## src/rtl/dbg_pkg.sv

```systemverilog
// Shared encodings for the CPU debug port: run-control states, status view codes, sw layout.
package dbg_pkg;

    localparam int unsigned WORD_W  = 32;
    localparam int unsigned SW_W    = 16;
    localparam int unsigned SEL_W   = 3;
    localparam int unsigned STATE_W = 2;

    typedef enum logic [STATE_W-1:0] {
        ST_HALT = 2'd0,
        ST_RUN  = 2'd1,
        ST_STEP = 2'd2
    } dbg_state_e;

    localparam logic [SEL_W-1:0] SEL_RF_MEM  = 3'd0;
    localparam logic [SEL_W-1:0] SEL_PC      = 3'd1;
    localparam logic [SEL_W-1:0] SEL_NPC     = 3'd2;
    localparam logic [SEL_W-1:0] SEL_IR      = 3'd3;
    localparam logic [SEL_W-1:0] SEL_ALU     = 3'd4;
    localparam logic [SEL_W-1:0] SEL_CTRL    = 3'd5;
    localparam logic [SEL_W-1:0] SEL_RETIRED = 3'd6;
    localparam logic [SEL_W-1:0] SEL_STATE   = 3'd7;

    // Field order fixes the sw bit positions, MSB first.
    typedef struct packed {
        logic [SEL_W-1:0]   sel;
        logic               m_rf;
        logic               halted;
        logic [STATE_W-1:0] state;
        logic               pad;
        logic [7:0]         addr;
    } sw_word_t;

endpackage

```

## src/rtl/dbg_run_ctrl.sv

```systemverilog
// Run/step control FSM gating datapath advance; optional PC breakpoint under DBG_BREAKPOINT_EN.
module dbg_run_ctrl
    import dbg_pkg::*;
(
    input  logic        clk,
    input  logic        rst,
    input  logic        succ,
    input  logic        step_edg,
`ifdef DBG_BREAKPOINT_EN
    input  logic [31:0] pc,
    input  logic        bp_valid,
    input  logic [31:0] bp_addr,
`endif
    output logic        cpu_en,
    output logic        halted,
    output logic [1:0]  state,
    output logic        run_arm,
    output logic        bp_hit_flag
);

    dbg_state_e state_q;
    dbg_state_e state_d;
    logic       bp_match;

    always_ff @(posedge clk) begin
        if (!rst) state_q <= ST_HALT;
        else      state_q <= state_d;
    end

    // Next state; a breakpoint match suppresses cpu_en in the same cycle.
    always_comb begin
        state_d  = state_q;
        bp_match = 1'b0;
`ifdef DBG_BREAKPOINT_EN
        bp_match = (state_q == ST_RUN) && bp_valid && (pc == bp_addr);
`endif
        cpu_en   = ((state_q == ST_RUN) || (state_q == ST_STEP)) && !bp_match;
        halted   = (state_q == ST_HALT);
        case (state_q)
            ST_HALT: begin
                if (succ && run_arm)  state_d = ST_RUN;
                else if (step_edg)    state_d = ST_STEP;
            end
            ST_STEP: state_d = ST_HALT;
            ST_RUN:  if (!succ || bp_match) state_d = ST_HALT;
            default: state_d = ST_HALT;
        endcase
    end

    assign state = state_q;

`ifdef DBG_BREAKPOINT_EN
    // run_arm blocks auto-resume until succ is released after a breakpoint.
    always_ff @(posedge clk) begin
        if (!rst) begin
            run_arm     <= 1'b1;
            bp_hit_flag <= 1'b0;
        end else begin
            if (!succ)         run_arm <= 1'b1;
            else if (bp_match) run_arm <= 1'b0;
            if (bp_match)
                bp_hit_flag <= 1'b1;
            else if ((state_q == ST_HALT) && (state_d == ST_STEP))
                bp_hit_flag <= 1'b0;
        end
    end
`else
    assign run_arm     = 1'b1;
    assign bp_hit_flag = 1'b0;
`endif

endmodule

```

## src/rtl/cpu_debug_port.sv

```systemverilog
// CPU-side debug responder: run control, retired counter, status/sw views.
// Optional breakpoint support enabled by defining DBG_BREAKPOINT_EN.
module cpu_debug_port
    import dbg_pkg::*;
#(
    parameter int unsigned MEM_AW = 8,
    parameter int unsigned RF_AW  = 5
) (
    input  logic              clk,
    input  logic              rst,
    input  logic              succ,
    input  logic              step_edg,
    input  logic [2:0]        sel,
    input  logic              m_rf,
    input  logic [15:0]       m_rf_addr,
    input  logic [31:0]       pc,
    input  logic [31:0]       npc,
    input  logic [31:0]       ir,
    input  logic [31:0]       alu_y,
    input  logic [15:0]       ctrl_bus,
    input  logic [31:0]       rf_rdata,
    input  logic [31:0]       mem_rdata,
`ifdef DBG_BREAKPOINT_EN
    input  logic              bp_valid,
    input  logic [31:0]       bp_addr,
`endif
    output logic              cpu_en,
    output logic [RF_AW-1:0]  rf_dbg_addr,
    output logic [MEM_AW-1:0] mem_dbg_addr,
    output logic [31:0]       status,
    output logic [15:0]       sw,
    output logic              halted
);

    logic [1:0]        state;
    logic              run_arm;
    logic              bp_hit_flag;
    logic [WORD_W-1:0] retired;
    logic [WORD_W-1:0] status_d;
    sw_word_t          sw_d;
    logic              unused_addr_hi;

    dbg_run_ctrl u_run_ctrl (
        .clk         (clk),
        .rst         (rst),
        .succ        (succ),
        .step_edg    (step_edg),
`ifdef DBG_BREAKPOINT_EN
        .pc          (pc),
        .bp_valid    (bp_valid),
        .bp_addr     (bp_addr),
`endif
        .cpu_en      (cpu_en),
        .halted      (halted),
        .state       (state),
        .run_arm     (run_arm),
        .bp_hit_flag (bp_hit_flag)
    );

    assign rf_dbg_addr    = m_rf_addr[RF_AW-1:0];
    assign mem_dbg_addr   = m_rf_addr[MEM_AW-1:0];
    assign unused_addr_hi = ^m_rf_addr[15:8];

    always_ff @(posedge clk) begin
        if (!rst)        retired <= '0;
        else if (cpu_en) retired <= retired + 32'd1;
    end

    always_comb begin
        status_d = '0;
        case (sel)
            SEL_RF_MEM:  status_d = m_rf ? mem_rdata : rf_rdata;
            SEL_PC:      status_d = pc;
            SEL_NPC:     status_d = npc;
            SEL_IR:      status_d = ir;
            SEL_ALU:     status_d = alu_y;
            SEL_CTRL:    status_d = {16'h0, ctrl_bus};
            SEL_RETIRED: status_d = retired;
            SEL_STATE:   status_d = {28'h0, bp_hit_flag, run_arm, state};
            default:     status_d = '0;
        endcase
        sw_d        = '0;
        sw_d.sel    = sel;
        sw_d.m_rf   = m_rf;
        sw_d.halted = halted;
        sw_d.state  = state;
        sw_d.pad    = 1'b0;
        sw_d.addr   = m_rf_addr[7:0];
    end

    always_ff @(posedge clk) begin
        if (!rst) begin
            status <= '0;
            sw     <= '0;
        end else begin
            status <= status_d;
            sw     <= SW_W'(sw_d);
        end
    end

endmodule

```

## config.mk

```make
export PLATFORM = sky130hd
export DESIGN_NAME = cpu_debug_port
export DESIGN_NICKNAME = d
export VERILOG_FILES = /design/src/rtl/dbg_pkg.sv /design/src/rtl/dbg_run_ctrl.sv /design/src/rtl/cpu_debug_port.sv
export SDC_FILE = /design/constraint.sdc
export NUM_CORES = 1
export LEC_CHECK = 0
export BUFFER_PORTS_ARGS = -buffer_cell sky130_fd_sc_hd__buf_4
export CORE_MARGIN = 2
export CORE_UTILIZATION = 41
export CTS_BUF_LIST = sky130_fd_sc_hd__clkbuf_8
export DETAILED_ROUTE_END_ITERATION = 12
export PLACE_DENSITY = 0.79
export SETUP_SLACK_MARGIN = 0.02
export SLEW_MARGIN = 20
export SYNTH_ARGS = -nofsm -noshare
export SYNTH_HDL_FRONTEND = slang
export SYNTH_SLANG_ARGS = --single-unit
```

## constraint.sdc

```tcl
create_clock -name clk -period 2 [get_ports clk]
set_input_delay 0.2 -clock clk [delete_from_list [all_inputs] [get_ports clk]]
set_output_delay 0.2 -clock clk [all_outputs]
set_load 0.02 [all_outputs]
```

Yosys cells after proc, flatten, opt, wreduce, memory -nomap -nowiden
Cells that the tools add are included.

Register bits after elaboration: 82. Bits in latches: 0. RAM bits: 0. ROM bits: 0. Input bits: 232. Output and inout bits: 63. Logic and storage cells: 27. Memories: 0.

$add $sub $neg: 1. $mul: 0. Div/mod/pow operators: 0. $lt $le $gt $ge: 0. Equality and inequality tests: 11. Shift-type cells: 0. Muxes and demuxes: 6. Bitwise logic cells: 0. Reduce and logical (&&, ||, !) cells: 4.

Operators with widths (count): $pmux W32 S8 (1); $add A32 B1 Y32 const B (1); $mux W32 (1); $eq A3 B3 Y1 const B (4); $eq A3 B2 Y1 const B (2); $mux W2 (3); $pmux W2 S2 (1); $eq A3 B1 Y1 const B (1); $logic_not A3 Y1 (1); $ne A3 B3 Y1 const B (1); $eq A2 B1 Y1 const B (1); $eq A2 B2 Y1 const B (1); $logic_not A2 Y1 (1); $ne A2 B2 Y1 const B (1); $reduce_and A2 Y1 (1); $logic_or A1 B1 Y1 (1).

Logic depth before layout (Yosys ltp)
Word-level depth: 3. Gate-level depth with buffers: 9. Gate-level depth less buffers: 6.

By module
From an unflattened synthesis, not the netlist that was laid out.

Cell total of the unflattened synthesis: 627. Area, all modules: 5068.6 µm².

By module, submodules not included: cpu_debug_port (instances 1, cells an instance 608, area each 4912.2 µm², sequential area each 1581.5 µm²); dbg_run_ctrl (instances 1, cells an instance 19, area each 156.4 µm², sequential area each 40.0 µm²).

Worst setup path before layout
Ideal clock, no wire load.

Path type: register -> register. Start point: register u_run_ctrl.state_q[0], in the netlist u_run_ctrl.state[0]. End point: register retired[29]. Setup time: 71 ps. Arrival time: 2222 ps. Data required time: 1929 ps. Slack: -293 ps. Cell stages (with the launch flop): 10. Buffers on the path: 3. Clock period less this slack: 2293 ps. Path through: dfxtp_1 -> inv_1 -> ha_1 -> clkbuf_1 -> and4_1 -> clkbuf_1 -> nand3_1 -> clkbuf_1 -> or4_1 -> a21oi_1.

Cells in the longest elaborated chain, start to end: 2. Elaborated cells between the ends (all ways): 3. Classes of those cells: eq/ne (2); reduce/logical (1).

Ends and longest elaborated chain: from (decl) (RTL line dbg_run_ctrl.sv:21) `dbg_state_e state_q;`; from (signal assigned) (RTL line dbg_run_ctrl.sv:27) `else state_q <= state_d;`; $eq A2 B1 Y1 or $eq A2 B2 Y1 (tied branches) (RTL line dbg_run_ctrl.sv:37) `cpu_en = ((state_q == ST_RUN) || (state_q == ST_STEP)) && !bp_match;`; $logic_or A1 B1 Y1 (*) (RTL line dbg_run_ctrl.sv:37); named net cpu_en (RTL line cpu_debug_port.sv:27) `output logic cpu_en,`; to (signal assigned) (RTL line cpu_debug_port.sv:66) `else if (cpu_en) retired <= retired + 32'd1;`; to (decl) (RTL line cpu_debug_port.sv:38) `logic [WORD_W-1:0] retired;`.

The timed path passes the listed nets; every way through them passes the cells marked *. A chain may end at the register's enable or synchronous reset.

Final worst setup path
Start point: register retired[8]. End point: register retired[21].

Cells in the longest elaborated chain, start to end: 1.

Ends and longest elaborated chain (RTL line): $add A32 B1 Y32 (cpu_debug_port.sv:66).

No other way between the ends.

==> impl_results.md <==
- Row cnt: 40
- Most Used Layer, Global Route: met2
- Initial core utilization: 41.6%
- Routed WL: 19,500 um
- Skew-Pair Late Insertion Delay: 0.35 ns
- Crit path capture type: register
- Initial antenna violation count: 0
- Largest net degree at the start of global routing: 36
- Worst-path clk slew: 0.08 ns
- Met1 global-route usage: 38.3%
- Crit path max fanout: 15
- Clk sink count: 81
- Via/cell ratio: 5.59
- Mapped Nets: 852
- Fmax: 501 MHz
- TritonCTS Buffers: 9
- Complex-gate fraction of the synthesized area: 25.0%
- Crit path DAT: 2.27 ns
- Hold_buf cts: 0
- Mean Syn Cell Area: 8.00 um^2
- Setup violators final: 0
- Skew final: 0.0162 ns
- Critical path required time: 2.28 ns
- Critical path class: reg -> reg
- Critical path cell sequence: nand4_1 -> buf_4 -> or4_4 -> or3_1 -> a21oi_1
- Total power: 3.95 mW
- Top-count cell post-synth: a21oi_1
- Minimum clock period: 1.99 ns
- Width of the die: 114 um
- Die span in y: 114 um
- Post-synth top cells: 83 x a21oi_1, 81 x dfxtp_1, 53 x mux2i_1
- Vias in the first global route: 5,312
- Global route total overflow: 0
- Critical-path top delay cell: or4_4
- Yosys top cell area share: 32.9%
- Synth Register Bits: 81
- Placer congestion estimate: 0.835
- Worst hold slack: 0.0734 ns
- Starting DRC count in detailed routing: 466
- Main combinational cell family by area after synthesis: compound AO/OA/AOI/OAI gates
- Worst setup SP type: register
- Max-slew violations: 0
- Final critical-path share of the clock period: 99.7%
- Register-to-Register Setup Slack: 0.005 ns
- Via count: 5,781
- All-Layer GR Usage: 28.5%
- Area contributors post-synth: dfxtp_1 33%, mux2i_1 11%, a21oi_1 8.4%
- Synth Instances: 617
- WL/cell: 18.9 um
- Finished Cell Area: 0.00749 mm^2
- Met3 global-route usage: 4.57%
- VDD IR max: 308 uV
- Util after Layout: 63.1%
- Netlist cell types: 48
- Leak: 3.41 nW
- PD cells: 528 mW/mm^2
- Die ar.: 0.0129 mm^2
- Multiplexer area fraction after synthesis: 12.1%
- Number of synthesized flops with an enable pin: 0
- Synthesized cell area: 0.00494 mm^2
- Final hold vios: 0
- Yosys warning total: 0
- Post-synthesis xor/xnor area fraction: 2.13%
- Pre-Repair DR Iteration Count: 5
- DRC viols: 0
- RSZ-0062 raised after global routing: true
- Family with the most delay on the worst path: simple AND/OR/NAND/NOR gates
- Core area: 0.0119 mm^2
- Setup TNS: 0 ns
- Critical path buffer and inverter count: 1
- Outcome: finished, final reports clean
- FFs w/ async S/R, synth: 0%
- Adder-Cell Fraction of Synth Area: 0.760%
- Hold Crit Class: in -> reg
- CTS H-tree lvls: 3
- Diode count: 0
- Root Driver: clkbuf_8
- Clock Tree Buf Depth: 2
- Simple-Gate Fraction of Synth Area: 18.9%
- DP Area: 0.00725 mm^2
- First-pass GRT wire length: 28,900 um
- Sequential fraction of the synthesis area: 32.9%
- DRT antenna net count: 0
- IO buf count: 285
- Post-layout net count: 1,118
- Met2 usage: 47.4%
- Max_cap viols: 0
- CTS tree: built
- Max_slew headroom: 55.9%
- Dpl hpwl: 14,800 um
- Cell taking the most area after synthesis: dfxtp_1
- Critical Path Max Stage Delay: 0.60 ns
- Layout area overhead: 51.7%
- Synth Flop Type: dfxtp_1
- Worst-Margin Slew: 0.661 ns
- Io pins: 295
- Fraction of layout cells with a size suffix above 1: 40.6%
## metrics by stage
step / setup slack, ns / std cells
final: 0.00536 / 1034
after CTS: 0.0387 / 1030
after global placement: 0.0975 / 1015
after global routing: -0.00890 / 1034
after detailed placement: 0.0598 / 1015
after floorplan: 0.0276 / 617
## cell families after synthesis
group                    count (synthesis)
AO/OA/AOI/OAI                          196
AND/OR/NAND/NOR                        175
buffers and inverters                   90
flip-flops                              81
multiplexers                            59
XOR/XNOR                                12
adder cells (fa/ha/maj)                  3
other                                    1
## what timing repair did
item | in CTS | in global routing
setup endpoints to repair | 0 | 10
setup buffers | 0 | 2
resized for setup | 0 | 11
## final cells by class
cell class | count | area, um^2
Tap cell | 147 | 184
Clock inverter | 5 | 25.0
Inverter | 22 | 82.6
Fill cell | 1083 | 4370
Timing Repair Buffer | 321 | 2430
Clock buffer | 10 | 138
Sequential cell | 81 | 1630
Multi-Input combinational cell | 448 | 3000
## report_power, final
group          switching [mW]  leakage (nW)  internal, mW
Clock                   0.599        0.0905         0.466
Sequential             0.0308         0.667          1.69
Combinational           0.553          2.65         0.613
Total                    1.18          3.41          2.77
## state kept, by name (all words and copies together) (netlist names)
signal            cells
retired              32
sw                   15
status               32
u_run_ctrl.state      2
## final timing paths
kind / from / endpoint / depth (start not counted)
setup / recovery: retired[8] / retired[21] / 5
hold reg to reg: u_run_ctrl.state[1] / u_run_ctrl.state[1] / 2
hold / removal: m_rf_addr[7] / sw[7] / 2
setup reg to reg: retired[8] / retired[21] / 5
## layout by cell type, fill, tap and decap left out, drive strengths merged, types with 3 or more instances in the layout
cell     count
nand2       22
ha           3
a2111oi      5
nor2        51
clkbuf      10
o2bb2ai      8
o21ai       24
and3         5
o31ai       13
nand4       10
inv         24
a21oi       83
a221oi      12
mux2         6
mux2i       53
a22oi        9
xnor2        5
xor2         7
o22ai       13
o21a         7
buf        321
nor3         3
or4         16
a2bb2oi      5
and4         4
and2        14
or3          7
nor2b       26
a211oi       7
a22o         3
nand3       13
dfxtp       81
## metal layers
layer / vias up / part of all wire (%)
met5: - / 0
met4: 0 / 2.1
met3: 35 / 7.1
met2: 249 / 49
met1: 2730 / 42
li1: 2767 / -
## worst register-to-register path, cell delays in order (launching register included)
cell and delay (ns):
dfxtp_1 0.35, nand4_1 0.24, buf_4 0.23, or4_4 0.60
or3_1 0.38, a21oi_1 0.13
Power figures use the tool's default switching activity.
